==> src/rtl/muxn_pkg.sv <==
// Shared definitions for the parametrised multiplexer family.
package muxn_pkg;

  // Selection policy of an arbitrating mux.
  typedef enum logic {
    MODE_SEL = 1'b0,  // external select picks the source
    MODE_RR  = 1'b1   // round-robin among requesting inputs
  } mux_mode_e;

  // Defaults shared by the parametrised muxes.
  localparam int MUXN_WIDTH = 64;
  localparam int MUXN_N     = 4;

endpackage

==> src/rtl/mux_arb_n_if.sv <==
// Handshake bundle of the N-input arbitrating mux: N producers in, one consumer out.
interface mux_arb_n_if
  import muxn_pkg::*;
#(
  parameter int WIDTH = MUXN_WIDTH,
  parameter int N     = MUXN_N,
  parameter int SELW  = $clog2(N)
);

  logic [N*WIDTH-1:0] in_data;
  logic [N-1:0]       in_valid;
  logic [N-1:0]       in_ready;
  mux_mode_e          mode;
  logic [SELW-1:0]    sel;
  logic [WIDTH-1:0]   out;
  logic               out_valid;
  logic               out_ready;
  logic [SELW-1:0]    out_src;

  // Environment side: producers, mode/select control and the consumer.
  modport master (
    output in_data, in_valid, mode, sel, out_ready,
    input  in_ready, out, out_valid, out_src
  );

  // Mux side.
  modport slave (
    input  in_data, in_valid, mode, sel, out_ready,
    output in_ready, out, out_valid, out_src
  );

endinterface

==> src/rtl/mux2_1.sv <==
// Two-input word multiplexer cell; s=0 selects a, s=1 selects b.
module mux2_1 #(
  parameter int WIDTH = 64
) (
  input  logic [WIDTH-1:0] a,
  input  logic [WIDTH-1:0] b,
  input  logic             s,
  output logic [WIDTH-1:0] y
);

  // Plain 2:1 steering.
  assign y = s ? b : a;

endmodule

==> src/rtl/mux_arb_n_tree.sv <==
// SELW-level binary tree of mux2_1 cells selecting one of N words.
// Nodes are kept heap-ordered: node k has children 2k+1 and 2k+2, leaves
// sit at N-1+i, and a node at depth d steers with select bit SELW-1-d, so
// the path from the root follows the select bits MSB first.
module mux_arb_n_tree #(
  parameter int WIDTH = 64,
  parameter int N     = 4,
  parameter int SELW  = $clog2(N)
) (
  input  logic [N*WIDTH-1:0] in_data,
  input  logic [SELW-1:0]    sel,
  output logic [WIDTH-1:0]   y
);

  logic [WIDTH-1:0] node [2*N-1];

  generate
    // Leaves: the flattened input words.
    for (genvar gi = 0; gi < N; gi++) begin : g_leaf
      assign node[N-1+gi] = in_data[gi*WIDTH +: WIDTH];
    end

    // Internal nodes, one mux2_1 each.
    for (genvar gi = 0; gi < N - 1; gi++) begin : g_node
      localparam int DEPTH = $clog2(gi + 2) - 1;
      mux2_1 #(.WIDTH(WIDTH)) u_mux (
        .a (node[2*gi+1]),
        .b (node[2*gi+2]),
        .s (sel[SELW-1-DEPTH]),
        .y (node[gi])
      );
    end
  endgenerate

  assign y = node[0];

endmodule

==> src/rtl/rr_grant.sv <==
// Round-robin grant: first requester after ptr, wrapping through ptr itself last.
module rr_grant #(
  parameter int N    = 4,
  parameter int SELW = $clog2(N)
) (
  input  logic [N-1:0]    req,
  input  logic [SELW-1:0] ptr,
  output logic [SELW-1:0] grant,
  output logic            grant_valid
);

  // Search origin; SELW-bit arithmetic wraps modulo N because N is a power of two.
  logic [SELW-1:0] base;
  logic [N-1:0]    rot;
  logic [SELW-1:0] offs;

  assign base = ptr + SELW'(1);

  // Rotate requests so bit 0 is the highest-priority input (ptr+1).
  generate
    for (genvar gi = 0; gi < N; gi++) begin : g_rot
      assign rot[gi] = req[base + SELW'(gi)];
    end
  endgenerate

  // Lowest set bit of the rotated vector, then rotate the index back.
  always_comb begin
    offs        = '0;
    grant_valid = |rot;
    for (int j = N - 1; j >= 0; j--) begin
      if (rot[j]) offs = SELW'(j);
    end
    grant = base + offs;
  end

endmodule

==> src/rtl/mux_arb_n.sv <==
// N-input arbitrating mux with a one-entry registered output and valid/ready
// on every port. Holds only the output/pointer registers and the handshake.
module mux_arb_n
  import muxn_pkg::*;
#(
  parameter int WIDTH = MUXN_WIDTH,
  parameter int N     = MUXN_N,
  parameter int SELW  = $clog2(N)
) (
  input  logic        clk,
  input  logic        reset,
  mux_arb_n_if.slave  bus
);

  logic [WIDTH-1:0] out_reg;
  logic [SELW-1:0]  out_src_reg;
  logic             out_valid_reg;
  logic [SELW-1:0]  ptr_reg;

  logic             load_en;
  logic [SELW-1:0]  rr_idx;
  logic             rr_valid;
  logic [SELW-1:0]  grant;
  logic             grant_valid;
  logic             transfer;
  logic [N-1:0]     in_ready_w;
  logic [WIDTH-1:0] mux_y;

  // Output register is free when empty or being drained this cycle.
  assign load_en = !out_valid_reg || bus.out_ready;

  rr_grant #(.N(N), .SELW(SELW)) u_rr (
    .req         (bus.in_valid),
    .ptr         (ptr_reg),
    .grant       (rr_idx),
    .grant_valid (rr_valid)
  );

  // Grant source: external select (other requesters ignored) or round-robin.
  always_comb begin
    grant       = bus.sel;
    grant_valid = bus.in_valid[bus.sel];
    if (bus.mode == MODE_RR) begin
      grant       = rr_idx;
      grant_valid = rr_valid;
    end
  end

  // No input is accepted while reset is held.
  assign transfer = load_en && grant_valid && !reset;

  // One-hot accept towards the granted producer only.
  generate
    for (genvar gi = 0; gi < N; gi++) begin : g_ready
      assign in_ready_w[gi] = transfer && (grant == SELW'(gi));
    end
  endgenerate

  assign bus.in_ready = in_ready_w;

  mux_arb_n_tree #(.WIDTH(WIDTH), .N(N), .SELW(SELW)) u_tree (
    .in_data (bus.in_data),
    .sel     (grant),
    .y       (mux_y)
  );

  // Output word, source tag and round-robin pointer; load wins over drain.
  always_ff @(posedge clk or posedge reset) begin
    if (reset) begin
      out_reg       <= '0;
      out_src_reg   <= '0;
      out_valid_reg <= 1'b0;
      ptr_reg       <= SELW'(N - 1);
    end else if (transfer) begin
      out_reg       <= mux_y;
      out_src_reg   <= grant;
      out_valid_reg <= 1'b1;
      ptr_reg       <= grant;
    end else if (out_valid_reg && bus.out_ready) begin
      out_valid_reg <= 1'b0;
    end
  end

  assign bus.out       = out_reg;
  assign bus.out_src   = out_src_reg;
  assign bus.out_valid = out_valid_reg;

endmodule
==> src/flat_wrapper.sv <==
// flat-port wrapper written by rule: the top's interface ports become plain ports
module mux_arb_n_flat import muxn_pkg::*;
#(
  parameter int WIDTH = MUXN_WIDTH,
  parameter int N     = MUXN_N,
  parameter int SELW  = $clog2(N)
)
  (clk, reset, bus_in_data, bus_in_valid, bus_mode, bus_sel, bus_out_ready, bus_in_ready, bus_out, bus_out_valid, bus_out_src);
  mux_arb_n_if #(.WIDTH(WIDTH), .N(N), .SELW(SELW)) bus_i ();
  input  logic clk;
  input  logic reset;
  input wire logic [$bits(bus_i.in_data)-1:0] bus_in_data;
  input wire logic [$bits(bus_i.in_valid)-1:0] bus_in_valid;
  input wire logic [$bits(bus_i.mode)-1:0] bus_mode;
  input wire logic [$bits(bus_i.sel)-1:0] bus_sel;
  input wire logic [$bits(bus_i.out_ready)-1:0] bus_out_ready;
  output wire logic [$bits(bus_i.in_ready)-1:0] bus_in_ready;
  output wire logic [$bits(bus_i.out)-1:0] bus_out;
  output wire logic [$bits(bus_i.out_valid)-1:0] bus_out_valid;
  output wire logic [$bits(bus_i.out_src)-1:0] bus_out_src;
  assign bus_i.in_data = bus_in_data;
  assign bus_i.in_valid = bus_in_valid;
  assign bus_i.mode = bus_mode;
  assign bus_i.sel = bus_sel;
  assign bus_i.out_ready = bus_out_ready;
  assign bus_in_ready = bus_i.in_ready;
  assign bus_out = bus_i.out;
  assign bus_out_valid = bus_i.out_valid;
  assign bus_out_src = bus_i.out_src;
  mux_arb_n #(.WIDTH(WIDTH), .N(N), .SELW(SELW)) u_core (.clk(clk), .reset(reset), .bus(bus_i));
endmodule
==> config.mk <==
export PLATFORM = sky130hd
export DESIGN_NAME = mux_arb_n_flat
export DESIGN_NICKNAME = d
export VERILOG_FILES = /design/src/rtl/muxn_pkg.sv /design/src/rtl/mux_arb_n_if.sv /design/src/rtl/mux2_1.sv /design/src/rtl/mux_arb_n_tree.sv /design/src/rtl/rr_grant.sv /design/src/rtl/mux_arb_n.sv /design/src/flat_wrapper.sv
export SDC_FILE = /design/constraint.sdc
export NUM_CORES = 1
export LEC_CHECK = 0
export CAP_MARGIN = 20
export CORE_MARGIN = 5
export CORE_UTILIZATION = 39
export CTS_CLUSTER_DIAMETER = 60
export DETAILED_ROUTE_END_ITERATION = 16
export GPL_ROUTABILITY_DRIVEN = 0
export GPL_TIMING_DRIVEN = 0
export PLACE_DENSITY = 0.79
export RECOVER_POWER = 25
export SLEW_MARGIN = 10
export SYNTH_ARGS = -nofsm -noshare
export SYNTH_HDL_FRONTEND = slang
export SYNTH_SLANG_ARGS = --single-unit
==> constraint.sdc <==
create_clock -name clk -period 4.6 [get_ports clk]
set_input_delay 1.38 -clock clk [delete_from_list [all_inputs] [get_ports clk]]
set_output_delay 1.38 -clock clk [all_outputs]
set_load 0.03 [all_outputs]
==> metrics.md <==
| Metric | Value |
|---|---|
| Top FF cell, synth | `dfrtp_1` |
| GRT Util Overall | `0.2977` |
| CTS root buffer | `clkbuf_16` |
| Synth Warn # | `0` |
| Yosys top cell by area | `dfrtp_1` |
| #FFs+latches synth | `69` |
| Measured slew at the worst slew-check pin | `1.589 ns` |
| DRT Wirelength | `34500 um` |
| Clock Tree Buf Depth | `2` |
| Slowest CP cell | `xnor2_2` |
| Leak | `approximately 4.3 nW` |
| First-pass GRT wire length | `between 50000 and 60000 um` |
| CP Data Arrival Time | `3.32 ns` |
| CP Launch Type | `input port` |
| Top delay family on crit path | `XOR/XNOR gates` |
| Register area share after synthesis | `0.2323` |
| Gate Count Post-Synth | `798` |
| Initial DRC Count | `a little over 800` |
| Post-synth EDFFs | `0` |
| Worst Skew | `0.007630 ns` |
| Fmax | `0.2130 GHz` |
| I/O Buffers | `about 330` |
| WL/cell | `between 20 and 25 um` |
| VDD IR max | `around 430 uV` |
| Synth Net Count | `1065` |
| Synth cell types | `48` |
| Worst Setup End Kind | `primary output` |
| Die Span X | `148.1 um` |
| Nets@finish | `between 1000 and 1500` |
| Max FFs per register | `64` |
| FILL cells | `~1600` |
| H-tree levels | `3` |
| Worst setup path category | `in2out` |
| Syn Area/Cell | `roughly 9.3 sq um` |
| Asr flop ratio synth | `1.000` |
| Max-Cap Viols | `1` |
| Pre-CTS WS | `-1.717 ns` |
| Io pins | `approximately 340` |
| Core Area | `between 15000 and 20000 sq um` |
| Total global routing overflow | `0` |
| Num rows | `50` |
| Die height | `148.1 um` |
| Yosys top cell area share | `0.2253` |
| Die area | `around 22000 sq um` |
| Number of global-route vias before repair | `8958` |
| Crit share post-route | `1.021` |
| Via total after detailed routing | `between 8000 and 9000` |
| Worst path cell trace | `buf_12, inv_12, o21ai_4, a21oi_2, nor3_1, a21oi_1, ha_2, xnor2_2, xnor2_2, xnor2_4, a21oi_4, buf_6, nor3_4, buf_6` |
| Sink Count | `69` |
| Relative slew margins | `-0.06549` |
| Largest net degree at the start of global routing | `40` |
| Final antenna-violating net count | `0` |
| Area growth, synth to finish | `55.55%` |
| Crit path largest cell delay | `0.28 ns` |
| Max-slew violations | `32` |
| Pwr/cell area | `approximately 600 nW/um^2` |
| DRC | `0` |
| WP data required | `between 3 and 4 ns` |
| # setup viols final | `4` |
| Area after DPL | `11150 sq um` |
| RSZ-0062 raised after global routing | `yes` |
| Failing checks | `capacitance limit, slew limit, setup timing` |
| Worst skew pair latency | `~0.35 ns` |
| Buffer and inverter count on the worst path | `4` |
| Cell Area, Synth | `between 7000 and 8000 sq um` |
| Layout cells sized above 1 | `0.1471` |
| Status | `finished, violations left` |
| Largest fanout on the critical path | `6` |
| Initial antenna violation count | `2` |
| Drt pass-1 iters | `5` |
| Hold buffers post-CTS | `0` |
| Final hold vios | `0` |
| Routed vias/inst | `about 6.3` |
| Crit path time final | `4.696 ns` |
| Leading post-synthesis cells by cell area | `dfrtp_1 23%, mux2i_1 16%, mux4_2 7.9%` |
| Final WS setup | `-0.09555 ns` |
| TritonCTS Buffers | `9` |
| Hold Path Class | `reg2reg` |
| Initial Util | `0.3965` |
| DP Wirelength | `26210 um` |
| Fin area | `approximately 12000 sq um` |
| Clock Pin Slew Worst Setup and Hold Paths | `~0.060 ns` |
| CTS tree | `done` |
synthesized netlist by cell type (6+ instances only):
cell type,count
mux2i_1,117
a31oi_1,83
dfrtp_1,67
nor2_1,66
clkbuf_1,61
nand3_1,57
a211oi_1,38
mux2_2,37
a221oi_1,35
nand2_1,35
o22a_1,29
mux4_2,26
a221oi_2,19
mux2_1,17
buf_2,14
o21ai_0,12
nor3_1,11
buf_6,10
o32a_1,9
buf_1,8
a21oi_1,6
inv_1,6
cells by family (layout without fill, tap and decap cells):
| group | after synthesis | after routing | synth area share |
|---|---|---|---|
| and+or+nand+nor | 180 | 180 | 0.1063 |
| xor gates and xnor gates | 5 | 5 | 0.01042 |
| buffers and inverters | 102 | 460 | 0.06490 |
| AOI/OAI and AO/OA | 243 | 243 | 0.2648 |
| other | 0 | 2 | 0 |
| muxes | 198 | 198 | 0.3196 |
| adders and majority gates | 1 | 1 | 0.001681 |
| DFF | 69 | 69 | 0.2323 |
stage by stage:
stage	hold slack [ns]	total power, mW	util	TNS [ns]	instances
after floorplan	0.5694	4.244	-	-0.3257	798
after global placement	0.4785	5.875	0.5926	-25.44	1365
after detailed placement	0.4872	5.927	0.5942	-22.13	1366
after CTS	0.5018	6.852	0.6164	-0.5041	1390
after global routing	0.5235	7.207	0.6167	-0.6241	1391
final	0.5016	6.870	0.6168	-0.2736	1392
worst register-to-register path, cell delays in order (launching register included):
cell	delay, ns
dfstp_2	0.52
buf_6	0.14
nor2_1	0.06
nor3_1	0.17
a21oi_1	0.08
ha_2	0.34
buf_2	0.31
buf_2	0.37
clkbuf_1	0.60
mux2i_1	0.27
nor3_1	0.07
o32a_1	0.36
layer usage:
| metal | part of all wire | global-route usage |
|---|---|---|
| met5 | 0.00035 | 0 |
| met4 | 0.041 | 0.1076 |
| met3 | 0.092 | 0.08257 |
| met2 | 0.47 | 0.4889 |
| met1 | 0.40 | 0.3760 |
cells in the final DEF, fill, tap and decap left out, types with 26 or more instances in the layout:
master and count:
a221oi_1 35, a211oi_1 38, dfrtp_1 67, clkdlybuf4s50_1 324, mux2i_1 117, o22a_1 29
nor2_1 65, nand3_1 57, mux2_2 37, clkbuf_1 59, mux4_2 26, a31oi_1 83
nand2_1 34
power by group:
group / internal, mW / switching, mW / total (mW)
Sequential: 0.905 / 0.178 / 1.08
Clock: 0.489 / 0.306 / 0.795
Combinational: 2.15 / 2.84 / 4.99
Total: 3.55 / 3.32 / 6.87
final timing paths:
check / endpoint / slack, ns / start / cells after the start
max: bus_in_ready[3] / -0.1 / bus_in_valid[1] / 14
min: u_core.bus.out_src[0] / 0.50 / u_core.bus.out_src[0] / 1
max reg2reg: u_core.bus.out[35] / 1.20 / u_core.ptr_reg[1] / 11
min reg2reg: u_core.bus.out_src[0] / 0.50 / u_core.bus.out_src[0] / 1
max in group asynchronous: u_core.bus.out[62] / 0.96 / reset / 3
min in group asynchronous: u_core.bus.out_valid / 1.89 / reset / 2
layout make-up:
cell class | instances | area, sq um | area share
Sequential cell | 69 | 1729 | 0.1494
Antenna cell | 2 | 5.005 | 0.0004323
Buffer | 92 | 441.7 | 0.03815
Clock inverter | 6 | 86.33 | 0.007458
Timing Repair Buffer | 345 | 3437 | 0.2969
Multi-Input combinational cell | 627 | 5305 | 0.4583
Tap cell | 234 | 292.8 | 0.02529
Inverter | 7 | 40.04 | 0.003459
Clock buffer | 10 | 239.0 | 0.02064
what timing repair did:
action,CTS,global route
buffers inserted,10,1
setup endpoints to repair,8,4
gates resized for setup,60,7
pin swaps,11,3
hold endpoints to repair,0,0
(Power assumes the default switching activity.)
